==> src/rtl/u_xmit_param.sv <==
// u_xmit_param: parametrised UART transmitter.
//   Frame: start(0), DATA_W data bits LSB first, optional parity, 1 or 2
//   stop bits. Bit period = TICKS_PER_BIT * CLOCK_DIVIDE sys_clk cycles,
//   phase-locked to frame acceptance.
// Ports:
//   sys_clk          master clock
//   sys_rst_I        asynchronous active-low reset
//   xmitH            transmit request, sampled only while idle
//   xmit_dataH       word to send (latched on acceptance)
//   parity_modeH     00 none, 01 even, 10 odd, 11 none (latched)
//   stop2H           0 one stop bit, 1 two stop bits (latched)
//   breakH           (UART_TX_BREAK_EN only) hold line low / break request
//   uart_XMIT_dataH  serial line, idle high, flop driven
//   xmit_busyH       high while a frame is in progress
//   xmit_doneH       one-cycle pulse at end of frame
// Optional feature macro: UART_TX_BREAK_EN adds breakH and a BREAK state.
module u_xmit_param #(
  parameter int CLOCK_DIVIDE  = 1302,
  parameter int TICKS_PER_BIT = 4,
  parameter int DATA_W        = 8
) (
  input  logic              sys_clk,
  input  logic              sys_rst_I,
  input  logic              xmitH,
  input  logic [DATA_W-1:0] xmit_dataH,
  input  logic [1:0]        parity_modeH,
  input  logic              stop2H,
`ifdef UART_TX_BREAK_EN
  input  logic              breakH,
`endif
  output logic              uart_XMIT_dataH,
  output logic              xmit_busyH,
  output logic              xmit_doneH
);

  generate
    if (CLOCK_DIVIDE < 1 || CLOCK_DIVIDE > 2047) begin : g_bad_cd
      $error("u_xmit_param: CLOCK_DIVIDE out of range 1..2047");
    end
    if (TICKS_PER_BIT < 1 || TICKS_PER_BIT > 15) begin : g_bad_tpb
      $error("u_xmit_param: TICKS_PER_BIT out of range 1..15");
    end
    if (DATA_W < 5 || DATA_W > 9) begin : g_bad_dw
      $error("u_xmit_param: DATA_W out of range 5..9");
    end
  endgenerate

  localparam logic [10:0] DIV_M1  = 11'(CLOCK_DIVIDE - 1);
  localparam logic [3:0]  TICK_M1 = 4'(TICKS_PER_BIT - 1);
  localparam logic [3:0]  LAST_DB = 4'(DATA_W - 1);

  typedef enum logic [2:0] {
    IDLE, START, DATA, PARITY, STOP
`ifdef UART_TX_BREAK_EN
    , BREAK
`endif
  } state_e;

  state_e              state_q;
  logic [10:0]         div_q, div_d;
  logic [3:0]          tick_q;
  logic [3:0]          bit_q;
  logic [DATA_W-1:0]   shift_q;
  logic                par_en_q, par_bit_q, stop2_q;
  logic                line_q, busy_q, done_q;
  logic                tick, bit_end;

  // Divider idles at its reload value, so acceptance always starts a full
  // tick and every bit edge lands TICKS_PER_BIT*CLOCK_DIVIDE cycles apart.
  always_comb begin
    div_d = DIV_M1;
    if (state_q != IDLE && div_q != 11'd0) div_d = div_q - 11'd1;
  end

  assign tick    = (state_q != IDLE) && (div_q == 11'd0);
  assign bit_end = tick && (tick_q == TICK_M1);

  always_ff @(posedge sys_clk or negedge sys_rst_I) begin
    if (!sys_rst_I) begin
      state_q   <= IDLE;
      div_q     <= DIV_M1;
      tick_q    <= 4'd0;
      bit_q     <= 4'd0;
      shift_q   <= '0;
      par_en_q  <= 1'b0;
      par_bit_q <= 1'b0;
      stop2_q   <= 1'b0;
      line_q    <= 1'b1;
      busy_q    <= 1'b0;
      done_q    <= 1'b0;
    end else begin
      done_q <= 1'b0;
      div_q  <= div_d;
      if (tick) tick_q <= bit_end ? 4'd0 : tick_q + 4'd1;
      case (state_q)
        IDLE: begin
`ifdef UART_TX_BREAK_EN
          if (breakH) begin
            line_q  <= 1'b0;
            busy_q  <= 1'b1;
            tick_q  <= 4'd0;
            bit_q   <= 4'd0;
            state_q <= BREAK;
          end else
`endif
          if (xmitH) begin
            shift_q   <= xmit_dataH;
            par_en_q  <= (parity_modeH == 2'b01) || (parity_modeH == 2'b10);
            par_bit_q <= (^xmit_dataH) ^ (parity_modeH == 2'b10);
            stop2_q   <= stop2H;
            line_q    <= 1'b0;
            busy_q    <= 1'b1;
            tick_q    <= 4'd0;
            bit_q     <= 4'd0;
            state_q   <= START;
          end
        end
        START: if (bit_end) begin
          line_q  <= shift_q[0];
          shift_q <= shift_q >> 1;
          bit_q   <= 4'd0;
          state_q <= DATA;
        end
        DATA: if (bit_end) begin
          if (bit_q == LAST_DB) begin
            bit_q <= 4'd0;
            if (par_en_q) begin
              line_q  <= par_bit_q;
              state_q <= PARITY;
            end else begin
              line_q  <= 1'b1;
              state_q <= STOP;
            end
          end else begin
            line_q  <= shift_q[0];
            shift_q <= shift_q >> 1;
            bit_q   <= bit_q + 4'd1;
          end
        end
        PARITY: if (bit_end) begin
          line_q  <= 1'b1;
          bit_q   <= 4'd0;
          state_q <= STOP;
        end
        STOP: if (bit_end) begin
          if (stop2_q && bit_q == 4'd0) begin
            bit_q <= 4'd1;
          end else begin
            busy_q  <= 1'b0;
            done_q  <= 1'b1;
            state_q <= IDLE;
          end
        end
`ifdef UART_TX_BREAK_EN
        // Line held low for at least start+DATA_W+stop bit periods; release
        // only on a bit boundary, then one stop-length mark via STOP.
        BREAK: if (bit_end) begin
          if (bit_q >= 4'(DATA_W + 1) && !breakH) begin
            line_q  <= 1'b1;
            stop2_q <= 1'b0;
            bit_q   <= 4'd0;
            state_q <= STOP;
          end else if (bit_q < 4'(DATA_W + 1)) begin
            bit_q <= bit_q + 4'd1;
          end
        end
`endif
        default: state_q <= IDLE;
      endcase
    end
  end

  assign uart_XMIT_dataH = line_q;
  assign xmit_busyH      = busy_q;
  assign xmit_doneH      = done_q;

endmodule

==> config.mk <==
export PLATFORM = sky130hd
export DESIGN_NAME = u_xmit_param
export DESIGN_NICKNAME = d
export VERILOG_FILES = /design/src/rtl/u_xmit_param.sv
export SDC_FILE = /design/constraint.sdc
export NUM_CORES = 1
export LEC_CHECK = 0
export ABC_AREA = 1
export CAP_MARGIN = 20
export CORE_ASPECT_RATIO = 1.2
export CORE_MARGIN = 3
export CORE_UTILIZATION = 65
export CTS_BUF_LIST = sky130_fd_sc_hd__clkbuf_2 sky130_fd_sc_hd__clkbuf_4 sky130_fd_sc_hd__clkbuf_8
export DETAILED_ROUTE_END_ITERATION = 8
export PLACE_DENSITY_LB_ADDON = 0.3
export SYNTH_ARGS = -nofsm -noshare
export SYNTH_HDL_FRONTEND = slang
export SYNTH_SLANG_ARGS = --single-unit
==> constraint.sdc <==
create_clock -name sys_clk -period 3.99 [get_ports sys_clk]
set_input_delay 0.798 -clock sys_clk [delete_from_list [all_inputs] [get_ports sys_clk]]
set_output_delay 0.798 -clock sys_clk [all_outputs]
set_load 0.02 [all_outputs]
==> impl_metrics.tcl <==
set metrics [dict create \
    peakVddDrop_mv 0.361 \
    htree_num_levels 2 \
    synth_area_leaders "dfrtp_1 (36%), nand2_1 (17%), dfstp_2 (7.5%)" \
    final_max_slew_viol_count 0 \
    min-delay-start "div_q[0]" \
    wl_per_cell_um 12.5 \
    use_met3 0.0491 \
    critPathKind "reg2out" \
    row_count 22 \
    synthTopCellsByCount "nand2_1 (94), dfrtp_1 (30), nor2_1 (28)" \
    fmax_mhz 438 \
    first_global_vias 1669 \
    crit_path_start_kind "register" \
    yosysTopAreaCell "dfrtp_1" \
    total_power_w 0.000667 \
    dr.pass1.iters 4 \
    synth.top_cell.area_share 0.357 \
    period_needed_ps 2280 \
    grt_antenna_before_repair 0 \
    worst_pin_slew_ps 453 \
    critical-path-max-stage-delay_ps 600 \
    synth-edff-count 0 \
    clockBufferDepth 2 \
    grt.overflow.total 0 \
    leakage_nw 1.19 \
    die-area_sq_um 3960 \
    start_util 0.683 \
    clock_skew_ps 11.8 \
    r2r-start "div_q[0]" \
    dp_hpwl_um 3030 \
    ant_nets 0 \
    clkTransAtPathRegs_ps 110 \
    die_x_um 58.0 \
    nFillCells 221 \
    cts.sinks 36 \
    viasPerCell 5.32 \
    io_buffers 16 \
    synth_cells 271 \
    synth_seq_cells 36 \
    cts_hold_buf 0 \
    cts_setup_buffers 0 \
    gr-max-usage-layer "met2" \
    cts-buffers-inserted 5 \
    crit_arrival_ps 1490 \
    tns_ps 0 \
    grt_max_degree 37 \
    synth_area_sq_um 2110 \
    critPathCaptureType "primary output" \
    grt_pass1_wl_um 7200 \
    cp.required_ps 3190 \
    groute.usage.overall 0.241 \
    yosysMostFrequentCell "nand2_1" \
    maxCapViolations 0 \
    num_vias 1760 \
    areaGrowthSynthToFinish_pct 13.4 \
    clockRootBuffer "clkbuf_4" \
    drc 0 \
    p_per_area_nw_per_um2 279 \
    nets 313 \
    crit_family "buffers and inverters" \
    seq_area_frac_synth 0.431 \
    post_cts_resized 0 \
    clk_latency_ps 350 \
    crit_chain "clkdlybuf4s50_1" \
    synth_nets 290 \
    period_share 0.572 \
    met2_usage 0.427 \
    num_io_pins 17 \
    cpMaxStageDelayCell "clkdlybuf4s50_1" \
    hold_class "reg2reg" \
    grtUsageMet1 0.288 \
    wl_um 4120 \
    yosysWarningCount 0 \
    relSlewSlack 0.698 \
    crit_fanout 2 \
    insertedDiodeCount 0 \
    cts_tree "done" \
    path_buf_inv 1 \
    rsz0062_at_grt "no" \
    finalHoldViolCount 0 \
    crit_start "uart_XMIT_dataH" \
    die_y_um 68.4 \
    syn_avg_cell_area_sq_um 7.77 \
    outcome "finished, final reports clean" \
    synth_cell_type_count 33 \
    async_flop_share 1.00 \
    design.core.area_sq_um 3080 \
    finalSetupViolations 0 \
    drive_gt1_frac 0.136 \
    gp_congestion 0.895 \
    drt_iter0_markers 69 \
    synth_ff_type "dfrtp_1" \
]
placed cells by master, fill, tap and decap left out, types with 2 or more instances in the layout:
cell and instances:
nand2_1 94, dfrtp_1 30, nor2_1 28, nand3_1 25
inv_1 23, clkdlybuf4s50_1 16, a21oi_1 7, nand2_2 6
xor2_1 6, clkbuf_4 6, dfstp_2 6, o21ai_0 5
ha_1 5, nor2_2 4, xnor2_1 4, inv_4 2
nand4_1 2, or2_2 2, nand2_4 2, o21ai_1 2
a21oi_4 2, a21oi_2 2, nand3b_1 2
power breakdown:
group / switching [W] / leakage (nW) / internal, W / total (W)
logic: 0.0000189 / 0.703 / 0.0000191 / 0.0000380
registers: 0 / 0.445 / 0.000365 / 0.000365
clock network: 0.000125 / 0.0456 / 0.000138 / 0.000264
layer usage:
layer,vias to the layer above,wire (um)
li1,901,-
met2,33,2080
met1,817,1820
met5,-,0
met3,9,136
met4,0,82
layout make-up:
cell class                 count  area [sq um]  share of cell area
inverter                      27           120              0.0503
multi-input combinational    207          1070               0.447
timing repair buffer          17           168              0.0702
clock inverter                 2          35.0              0.0147
tap                           36          45.0              0.0189
clock buffer                   6          45.0              0.0189
sequential                    36           908               0.381
sequential cells by signal (all words and copies together) (netlist names):
name,count
bit_q,4
div_q,11
stop2_q,1
tick_q,4
shift_q,8
par_en_q,1
uart_XMIT_dataH,1
xmit_busyH,1
state_q,3
xmit_doneH,1
par_bit_q,1
worst paths after layout:
kind	end	slack, ps	depth (start not counted)
worst min register to register	div_q[0]	470	1
worst max register to register	xmit_busyH	2120	9
min in group asynchronous	div_q[7]	870	2
max in group asynchronous	div_q[10]	2760	2
worst min-delay path	div_q[0]	470	1
worst max-delay path	uart_XMIT_dataH	1710	1
cells by family (layout without fill, tap and decap cells):
group,after synthesis,in the layout,synth area share
AO/OA/AOI/OAI,21,21,0.0671
flip-flops,36,36,0.431
adder cells (fa/ha/maj),5,5,0.0297
XOR/XNOR,10,10,0.0416
AND/OR/NAND/NOR,171,171,0.368
buffers and inverters,28,52,0.0624
metrics by stage:
stage | util | instance area (sq um) | hold WS (ps) | setup WS, ps | cells
3_3_place_gp | 0.748 | 2310 | 440 | 1890 | 323
4_1_cts | 0.774 | 2390 | 467 | 1700 | 331
2_1_floorplan | - | 2110 | 429 | 2370 | 271
6_report | 0.774 | 2390 | 465 | 1710 | 331
5_1_grt | 0.774 | 2390 | 496 | 1670 | 331
3_5_place_dp | 0.748 | 2310 | 440 | 1870 | 323
worst reg2reg max path: cells and delay by family, from the launching register on:
kind	cells	cell delay, ps
AO/OA/AOI/OAI	1	360
buffers and inverters	1	80
adder cells (fa/ha/maj)	1	230
flip-flops	1	390
AND/OR/NAND/NOR	6	690
(Power assumes the default switching activity.)
